<file path="src/rtl/rv_isa_pkg.sv">
`default_nettype none
// ============================================================================
// rv_isa_pkg : shared RV32I opcodes, instruction format enum, immediate ranges
// Rev 1.0
// ============================================================================
package rv_isa_pkg;

   localparam logic [6:0] MEM_LOAD      = 7'b0000011;
   localparam logic [6:0] MEM_STORE     = 7'b0100011;
   localparam logic [6:0] R_TYPE        = 7'b0110011;
   localparam logic [6:0] INT_IMMEDIATE = 7'b0010011;
   localparam logic [6:0] BRANCH        = 7'b1100011;
   localparam logic [6:0] JAL           = 7'b1101111;
   localparam logic [6:0] JALR          = 7'b1100111;

   typedef enum logic [2:0] {
      FMT_R = 3'd0,
      FMT_I = 3'd1,
      FMT_S = 3'd2,
      FMT_B = 3'd3,
      FMT_J = 3'd4
   } instr_fmt_e;

   // Signed byte-offset limits; B and J offsets must additionally be even
   localparam int IMM12_MIN = -2048;
   localparam int IMM12_MAX = 2047;
   localparam int IMM_B_MIN = -4096;
   localparam int IMM_B_MAX = 4094;
   localparam int IMM_J_MIN = -(1 << 20);
   localparam int IMM_J_MAX = (1 << 20) - 2;

endpackage
`default_nettype wire

</file>
<file path="src/rtl/instr_word_pack.sv">
`default_nettype none
// ============================================================================
// instr_word_pack : combinational RV32I field packer with immediate range check
// Rev 1.0
// ============================================================================
module instr_word_pack
   import rv_isa_pkg::*;
#(
   parameter int DATA_WIDTH    = 32,
   parameter int OP_CODE_WIDTH = 7,
   parameter int FUNCT3_WIDTH  = 3,
   parameter int FUNCT7_WIDTH  = 7
) (
   input  logic [2:0]               fmt,
   input  logic [OP_CODE_WIDTH-1:0] op_code,
   input  logic [FUNCT3_WIDTH-1:0]  funct3,
   input  logic [FUNCT7_WIDTH-1:0]  funct7,
   input  logic [4:0]               rd,
   input  logic [4:0]               rs1,
   input  logic [4:0]               rs2,
   input  logic [31:0]              imm,
   output logic [DATA_WIDTH-1:0]    word,
   output logic                     legal
);

   logic signed [31:0] w_simm;

   always_comb begin
      w_simm = imm;
      word   = '0;
      legal  = 1'b0;
      case (fmt)
         FMT_R: begin
            word  = {funct7, rs2, rs1, funct3, rd, op_code};
            legal = 1'b1;
         end
         FMT_I: begin
            word  = {imm[11:0], rs1, funct3, rd, op_code};
            legal = (w_simm >= IMM12_MIN) && (w_simm <= IMM12_MAX);
         end
         FMT_S: begin
            word  = {imm[11:5], rs2, rs1, funct3, imm[4:0], op_code};
            legal = (w_simm >= IMM12_MIN) && (w_simm <= IMM12_MAX);
         end
         FMT_B: begin
            word  = {imm[12], imm[10:5], rs2, rs1, funct3, imm[4:1], imm[11], op_code};
            legal = (w_simm >= IMM_B_MIN) && (w_simm <= IMM_B_MAX) && !imm[0];
         end
         FMT_J: begin
            word  = {imm[20], imm[10:1], imm[11], imm[19:12], rd, op_code};
            legal = (w_simm >= IMM_J_MIN) && (w_simm <= IMM_J_MAX) && !imm[0];
         end
         default: begin
            word  = '0;
            legal = 1'b0;
         end
      endcase
   end

endmodule
`default_nettype wire

</file>
<file path="src/rtl/instr_encoder.sv">
`default_nettype none
// ============================================================================
// instr_encoder : descriptor-driven RV32I encoder writing consecutive imem words
// Rev 1.0
// ============================================================================
module instr_encoder
   import rv_isa_pkg::*;
#(
   parameter int DATA_WIDTH    = 32,
   parameter int ADDR_WIDTH    = 10,
   parameter int OP_CODE_WIDTH = 7,
   parameter int FUNCT3_WIDTH  = 3,
   parameter int FUNCT7_WIDTH  = 7
) (
   input  logic                     i_clk,
   input  logic                     i_reset_n,
   input  logic                     i_start,
   input  logic [ADDR_WIDTH-1:0]    i_base_addr,
   input  logic [ADDR_WIDTH:0]      i_length,
   input  logic                     i_valid,
   output logic                     o_ready,
   input  logic [2:0]               i_fmt,
   input  logic [OP_CODE_WIDTH-1:0] i_op_code,
   input  logic [FUNCT3_WIDTH-1:0]  i_funct3,
   input  logic [FUNCT7_WIDTH-1:0]  i_funct7,
   input  logic [4:0]               i_rd,
   input  logic [4:0]               i_rs1,
   input  logic [4:0]               i_rs2,
   input  logic [31:0]              i_imm,
   output logic                     o_mem_wr_en,
   output logic [ADDR_WIDTH-1:0]    o_mem_addr,
   output logic [DATA_WIDTH-1:0]    o_mem_wr_data,
   output logic                     o_busy,
   output logic                     o_done,
   output logic                     o_err,
   output logic [ADDR_WIDTH:0]      o_count
);

   localparam logic [0:0] S_IDLE = 1'b0;
   localparam logic [0:0] S_RUN  = 1'b1;

   logic [0:0]            r_state;
   logic [0:0]            w_next_state;
   logic [ADDR_WIDTH-1:0] r_base;
   logic [ADDR_WIDTH:0]   r_length;
   logic [ADDR_WIDTH:0]   r_accepted;
   logic [ADDR_WIDTH:0]   r_count;
   logic                  r_wr_en;
   logic [ADDR_WIDTH-1:0] r_addr;
   logic [DATA_WIDTH-1:0] r_data;
   logic                  r_done;
   logic                  r_err;
   logic [DATA_WIDTH-1:0] w_word;
   logic                  w_legal;
   logic                  w_hs;

   instr_word_pack #(
      .DATA_WIDTH    (DATA_WIDTH),
      .OP_CODE_WIDTH (OP_CODE_WIDTH),
      .FUNCT3_WIDTH  (FUNCT3_WIDTH),
      .FUNCT7_WIDTH  (FUNCT7_WIDTH)
   ) u_pack (
      .fmt     (i_fmt),
      .op_code (i_op_code),
      .funct3  (i_funct3),
      .funct7  (i_funct7),
      .rd      (i_rd),
      .rs1     (i_rs1),
      .rs2     (i_rs2),
      .imm     (i_imm),
      .word    (w_word),
      .legal   (w_legal)
   );

   always_ff @(posedge i_clk or negedge i_reset_n) begin
      if (!i_reset_n) r_state <= S_IDLE;
      else            r_state <= w_next_state;
   end

   always_comb begin
      w_next_state = r_state;
      case (r_state)
         S_IDLE: if (i_start && (i_length != '0)) w_next_state = S_RUN;
         S_RUN: begin
            if (i_start)     w_next_state = (i_length != '0) ? S_RUN : S_IDLE;
            else if (r_done) w_next_state = S_IDLE;
         end
         default: w_next_state = S_IDLE;
      endcase
   end

   always_comb begin
      o_busy  = (r_state == S_RUN);
      o_ready = (r_state == S_RUN) && (r_accepted < r_length);
   end

   assign w_hs = i_valid && o_ready;

   // A new start wins over a same-cycle handshake; an already-registered write still drains
   always_ff @(posedge i_clk or negedge i_reset_n) begin
      if (!i_reset_n) begin
         r_base     <= '0;
         r_length   <= '0;
         r_accepted <= '0;
         r_count    <= '0;
         r_wr_en    <= 1'b0;
         r_addr     <= '0;
         r_data     <= '0;
         r_done     <= 1'b0;
         r_err      <= 1'b0;
      end else begin
         r_wr_en <= 1'b0;
         r_done  <= 1'b0;
         if (i_start) begin
            r_base     <= i_base_addr;
            r_length   <= i_length;
            r_accepted <= '0;
            r_count    <= '0;
            r_err      <= 1'b0;
            r_done     <= (i_length == '0);
         end else begin
            if (r_wr_en) r_count <= r_count + 1'b1;
            if (w_hs) begin
               if (w_legal) begin
                  r_wr_en    <= 1'b1;
                  r_addr     <= r_base + r_accepted[ADDR_WIDTH-1:0];
                  r_data     <= w_word;
                  r_accepted <= r_accepted + 1'b1;
                  r_done     <= ((r_accepted + 1'b1) == r_length);
               end else begin
                  r_err <= 1'b1;
               end
            end
         end
      end
   end

   assign o_mem_wr_en   = r_wr_en;
   assign o_mem_addr    = r_addr;
   assign o_mem_wr_data = r_data;
   assign o_done        = r_done;
   assign o_err         = r_err;
   assign o_count       = r_count;

endmodule
`default_nettype wire
</file>
<file path="config.mk">
export PLATFORM = sky130hd
export DESIGN_NAME = instr_encoder
export DESIGN_NICKNAME = d
export VERILOG_FILES = /design/src/rtl/rv_isa_pkg.sv /design/src/rtl/instr_word_pack.sv /design/src/rtl/instr_encoder.sv
export SDC_FILE = /design/constraint.sdc
export NUM_CORES = 1
export LEC_CHECK = 0
export BUFFER_PORTS_ARGS = -buffer_cell sky130_fd_sc_hd__buf_2
export CAP_MARGIN = 20
export CELL_PAD_IN_SITES_DETAIL_PLACEMENT = 1
export CELL_PAD_IN_SITES_GLOBAL_PLACEMENT = 2
export CORE_MARGIN = 2
export CORE_UTILIZATION = 35
export CTS_CLUSTER_DIAMETER = 200
export DETAILED_ROUTE_END_ITERATION = 8
export PLACE_DENSITY = 0.9
export RECOVER_POWER = 25
export SLEW_MARGIN = 20
export SYNTH_ARGS = -nofsm -noshare
export SYNTH_HDL_FRONTEND = slang
export SYNTH_HIERARCHICAL = 1
export SYNTH_SLANG_ARGS = --single-unit
</file>
<file path="constraint.sdc">
create_clock -name i_clk -period 6.1 [get_ports i_clk]
set_input_delay 0.61 -clock i_clk [delete_from_list [all_inputs] [get_ports i_clk]]
set_output_delay 0.61 -clock i_clk [all_outputs]
set_load 0.005 [all_outputs]
</file>
==> results of run 1 <==
## layer usage
layer  track usage  vias up  wire (µm)
li1              -     2181          -
met1        0.2394     2317       6853
met2        0.3570      140       8150
met3       0.04657       27        732
met4       0.06394        0        387
met5             0        -          0
## final timing paths
check	slack, ps	to	from	cells past startpoint
max	2330	o_mem_wr_data[24]	i_imm[25]	11
min	470	r_length[4]	i_length[4]	3
max reg2reg	2790	o_mem_wr_data[24]	r_accepted[8]	7
min reg2reg	480	o_mem_wr_data[25]	o_mem_wr_data[25]	1
max in group asynchronous	3910	r_length[5]	i_reset_n	2
min in group asynchronous	610	o_mem_wr_data[2]	i_reset_n	1
## cell type report
type	instances	area share
tap	188	0.03561
clock buffer	12	0.03732
sequential	89	0.3372
timing repair buffer	152	0.1154
inverter	27	0.01610
clock inverter	4	0.01156
multi-input combinational	387	0.4469
## power groups by stage
stage / registers, µW / clock network, µW / logic [µW]
finish: 714 / 607 / 325
global route: 723 / 654 / 360
CTS: 715 / 629 / 329
detailed placement: 725 / 0 / 327
global placement: 723 / 0 / 313
floorplan: 717 / 0 / 172
## cells by family after synthesis
group	after synthesis	share of synthesized area
multiplexers	62	0.1531
buffers and inverters	52	0.04982
AO/OA/AOI/OAI	111	0.1251
flip-flops	89	0.4086
XOR/XNOR	33	0.05303
adder cells (fa/ha/maj)	23	0.05418
AND/OR/NAND/NOR	158	0.1561
## metrics by stage
stage	utilization	std cells	setup slack, ps	hold slack, ps	total power, µW
2_1_floorplan	-	528	2979	314.4	889.1
5_1_grt	0.4345	859	2051	483.2	1737
3_5_place_dp	0.4138	843	1990	473.1	1053
3_3_place_gp	0.4138	843	2146	470.6	1035
6_report	0.4345	859	2332	473.4	1647
4_1_cts	0.4351	859	2365	168.4	1673
## worst min-delay path: stages
cell     delay (ps)
buf_2            90
nand2_1          40
o21ai_0          50
## layout by cell type, fill, tap and decap left out, drive strengths merged, types with 5 or more instances in the layout
| cell type | netlist | layout |
|---|---|---|
| nand2 | 35 | 35 |
| or3 | 6 | 6 |
| ha | 22 | 22 |
| xor2 | 16 | 16 |
| clkbuf | 16 | 15 |
| or4 | 8 | 8 |
| nand3 | 27 | 27 |
| nor3 | 7 | 7 |
| nor2 | 25 | 25 |
| a22oi | 5 | 5 |
| inv | 26 | 26 |
| xnor2 | 17 | 17 |
| mux2 | 54 | 54 |
| and2 | 7 | 7 |
| o21ai | 41 | 41 |
| buf | 9 | 149 |
| mux2i | 8 | 8 |
| o22ai | 6 | 6 |
| nor4 | 6 | 6 |
| nand4 | 14 | 14 |
| dfrtp | 89 | 89 |
| o31ai | 7 | 7 |
| o41ai | 5 | 5 |
| nor2b | 11 | 11 |
| a21oi | 29 | 29 |
## flip-flops by register name, summed over array words and instances, names as in the netlist
name and cells:
o_mem_wr_data 32, o_count 11, r_accepted 11, r_length 11, o_mem_addr 10, r_base 10, o_busy 1, o_done 1
o_err 1, o_mem_wr_en 1
==> impl_metrics.toml, run 1 <==
[yosys]
synth.top_cells.by_area = "dfrtp_1 41%, mux2_4 11%, ha_1 5.1%"
syn-cell-area_um2 = 5450
synth-main-ff-cell = "dfrtp_1"
synth_commonest_cells = "89 x dfrtp_1, 39 x mux2_4, 35 x nand2_1, 35 x o21ai_0, 29 x a21oi_1"
synth_cells = 528
synth_top_area_cell = "dfrtp_1"
synthDistinctLibCells = 61
synth_most_common_cell = "dfrtp_1"
yosysSeqAreaShare = 0.4086
synthDominantCellAreaShare = 0.4086
synth_nets = 643
async_flop_share = 1.000
yosys_warnings = 6
ys_seq_elements = 89
avgSynthCellArea_um2 = 10.32
synth_edf_count = 0

[place]
placed_cell_area_um2 = 6291
io_buffers = 149
place_congestion = 0.8580
place_hpwl_um = 11970

[outcome]
violations = "max-capacitance violations, max-slew violations"
outcome = "finished, violations left"

[critical_path]
slowest_delay_ps = 530
worst-path-buf-inv = 2
path_max_fanout = 43
worstSetupPathType = "in2reg"
endpoint_kind = "register"
cp_top_family = "simple AND/OR/NAND/NOR gates"
crit_slowest_cell = "or4_1"
cp_cell_sequence = "buf_2 > nor4_1 > nand3_1 > or4_1 > a21oi_1 > a211o_1 > nand2_1 > or2_0 > or3_4 > clkinv_4 > mux2_1"
cp-start-kind = "input port"
cp.arrival_ps = 4000
crit_required_ps = 6330

[pwr]
peakVddDrop_mv = 0.1674
sw_frac_of_total = 0.2629
p_switching_uw = 433.0
p_int_uw = 1214
power.density_nw_per_um2 = 249.3
p_leak_uw = 0.003142
clkPwrFrac = 0.369
p_comb_frac = 0.197
seqPwrFrac = 0.434

[timing]
rsz0062_at_grt = "no"
skew_ps = 9.322
finalMaxSlewViolations = 85
relSlewSlack = -0.6554
post-route-period-util = 0.6177
worstMarginPinSlew_ps = 2483
max_clock_freq_mhz = 265.4
hold_viol = 0
setup-tns-final_ps = 0
period_minus_slack_ps = 3768
setup_viol = 0

[final_layout]
regArea_um2 = 2227
area_growth_pct = 21.19
n_antenna_cell = 0
nets = 781
multi_input_comb_area_um2 = 2952
fillCellCount = 1739
design_area_um2 = 6605
drive_gt1_frac = 0.3308

[floorplanning]
rows = 45
die_x_um = 128.8
coreArea_um2 = 15200
start_util = 0.3585
num_io_pins = 150
die_y_um = 128.8
die_area_um2 = 16590

[clock_network]
clkTransAtPathRegs_ps = 70
clock_path_buffers = 2
htreeDepth = 3
postCtsHoldBufs = 0
clk_latency_ps = 360
post_cts_resize_count = 0
clock-sinks = 89
cts_root_buffer = "clkbuf_16"
cts_tree = "done"
cts_made_buffers = 9
cts_setup_buffers = 0

[route]
drc = 0
wl_um = 16120
drtPass1Iterations = 4
drt_iter0_markers = 221
wl_per_cell_um = 18.77
antenna_left = 0
viasPerCell = 5.431
vias = 4665

[global_route]
grt_max_degree = 64
grt_use_total = 0.2005
gr-total-overflow = 0
grt_pass1_vias = 5022
grt_pass1_wl_um = 26160
grt_antenna_before_repair = 0

[worst_hold_path]
holdCritPathClass = "in2reg"

[flow_run]
cap_violations = 2
No activity file was read; power rests on OpenSTA's default activity.
==> inputs of run 2 (changes only) <==
Settings changed: CORE_UTILIZATION 35 to 33, PLACE_DENSITY 0.9 to 0.85.
Clock period 6.1 ns to 3.9 ns, I/O delays scaled along.
==> run 2 against run 1 <==
Hold slack worse by 350 ps; clock skew is 0.90 ps lower; the run now ends clean; global-route usage is 1.8 points lower.
==> impl_metrics.toml, run 2 (same netlist as run 1, synthesis figures left out) <==
[flow_run]
cap_violations = 0

[global_route]
grtUsageMet2 = 0.3140
grt_max_degree = 61
grt_pass1_wl_um = 25880
grt_use_total = 0.1824
busiest_layer = "met2"
grtUsageMet1 = 0.2316
grt_pass1_vias = 4939
use_met3 = 0.03793
gr-total-overflow = 0
grt_antenna_before_repair = 1

[place]
place_hpwl_um = 12020
place_congestion = 0.8726
io_buffers = 149

[timing]
hold_ws_ps = 123.3
max_clock_freq_mhz = 331.2
period_minus_slack_ps = 3019
finalMaxSlewViolations = 0
worstMarginPinSlew_ps = 962.5
post-route-period-util = 0.7741
setup_viol = 0
setup-tns-final_ps = 0
skew_ps = 8.420
hold_viol = 0
relSlewSlack = 0.3499
rsz0062_at_grt = "no"

[floorplanning]
die_x_um = 132.5
die_y_um = 132.5
die_area_um2 = 17560
rows = 46
coreArea_um2 = 16000
start_util = 0.3406
num_io_pins = 150

[critical_path]
path_max_fanout = 43
cp-start-kind = "input port"
slowest_delay_ps = 520
rr_startpoint = "r_accepted[2]"
worstSetupPathType = "in2reg"
crit_required_ps = 4120
cp.arrival_ps = 3240
endpoint_kind = "register"
rr_endpoint = "o_mem_wr_data[26]"
rrSetupSlack_ps = 1030
crit_slowest_cell = "or4_1"
cp_cell_sequence = "buf_2 > nor4_2 > nand3_1 > or4_1 > a21oi_1 > a211o_1 > nand2_1 > or2_0 > or3_4 > clkinv_4 > mux2_1"
ff2ff_path_depth = 7

[pwr]
p_leak_uw = 0.003162
power.density_nw_per_um2 = 377.1
power_uw = 2507
peakVddDrop_mv = 0.3209

[worst_hold_path]
holdCritPathClass = "in2async"

[final_layout]
multi_input_comb_area_um2 = 2952
utilization = 0.4155
largest_reg_flops = 32
nets = 784
regArea_um2 = 2227
fillCellCount = 1891
area_growth_pct = 21.97
layout_commonest_cell = "buf_2"
final_cell_mix = "148 x buf_2, 89 x dfrtp_1, 39 x mux2_4"
drive_gt1_frac = 0.3388

[route]
antenna_left = 0
drc = 0
drtPass1Iterations = 4
drt_iter0_markers = 133
wl_um = 15630
viasPerCell = 5.192
vias = 4621
wl_per_cell_um = 17.56

[clock_network]
clock-sinks = 89
htreeDepth = 3
postCtsHoldBufs = 0
post_cts_resize_count = 0
clock_path_buffers = 2
cts_setup_buffers = 0
cts_made_buffers = 9
clk_latency_ps = 340
cts_root_buffer = "clkbuf_16"
cts_tree = "done"
clkTransAtPathRegs_ps = 60

[outcome]
outcome = "complete, no violations"
[run 2: worst max-delay path by stage]
stage                    from                end  slack (ps)  cells past startpoint
floorplan           i_imm[25]      o_mem_addr[0]        1000                     12
global placement    i_imm[25]  o_mem_wr_data[25]         570                     11
detailed placement  i_imm[31]  o_mem_wr_data[25]         520                     11
CTS                 i_imm[25]  o_mem_wr_data[25]         890                     11
global route        i_imm[25]  o_mem_wr_data[26]         690                     11
finish              i_imm[31]  o_mem_wr_data[26]         880                     11
[run 2: metal layers]
metal	share of wire	wire length, µm
met5	0	0
met4	0.013	207
met3	0.038	587
met2	0.50	7739
met1	0.45	7094
[run 2: report_power, final]
part / switching, µW / leakage [µW] / internal, µW / total, µW
sequential: 79.3 / 0.00115 / 1040 / 1120
combinational: 228 / 0.00186 / 281 / 508
clock: 354 / 0.000148 / 526 / 880
[run 2: layout make-up]
class | instances | share of cell area
clock buffers | 12 | 0.03858
diodes | 1 | 0.0003764
inverters | 27 | 0.01600
multi-input cells | 387 | 0.4440
well taps | 216 | 0.04065
clock inverters | 3 | 0.006023
flip-flops and latches | 89 | 0.3350
repair buffers | 155 | 0.1193
[run 2: metrics by stage]
stage          cells  area, µm²  worst slack (ps)
2_1_floorplan    528       5450             998.6
3_3_place_gp     874       6349             574.6
3_5_place_dp     874       6349             522.4
4_1_cts          889       6645             887.9
5_1_grt          890       6648             689.1
6_report         890       6648             881.0
[run 2: worst max-delay path, delay by kind of cell]
| family | cells | cell delay [ps] |
|---|---|---|
| buf+inv | 2 | 540 |
| mux | 1 | 370 |
| compound gates | 2 | 290 |
| simple gates | 6 | 1620 |
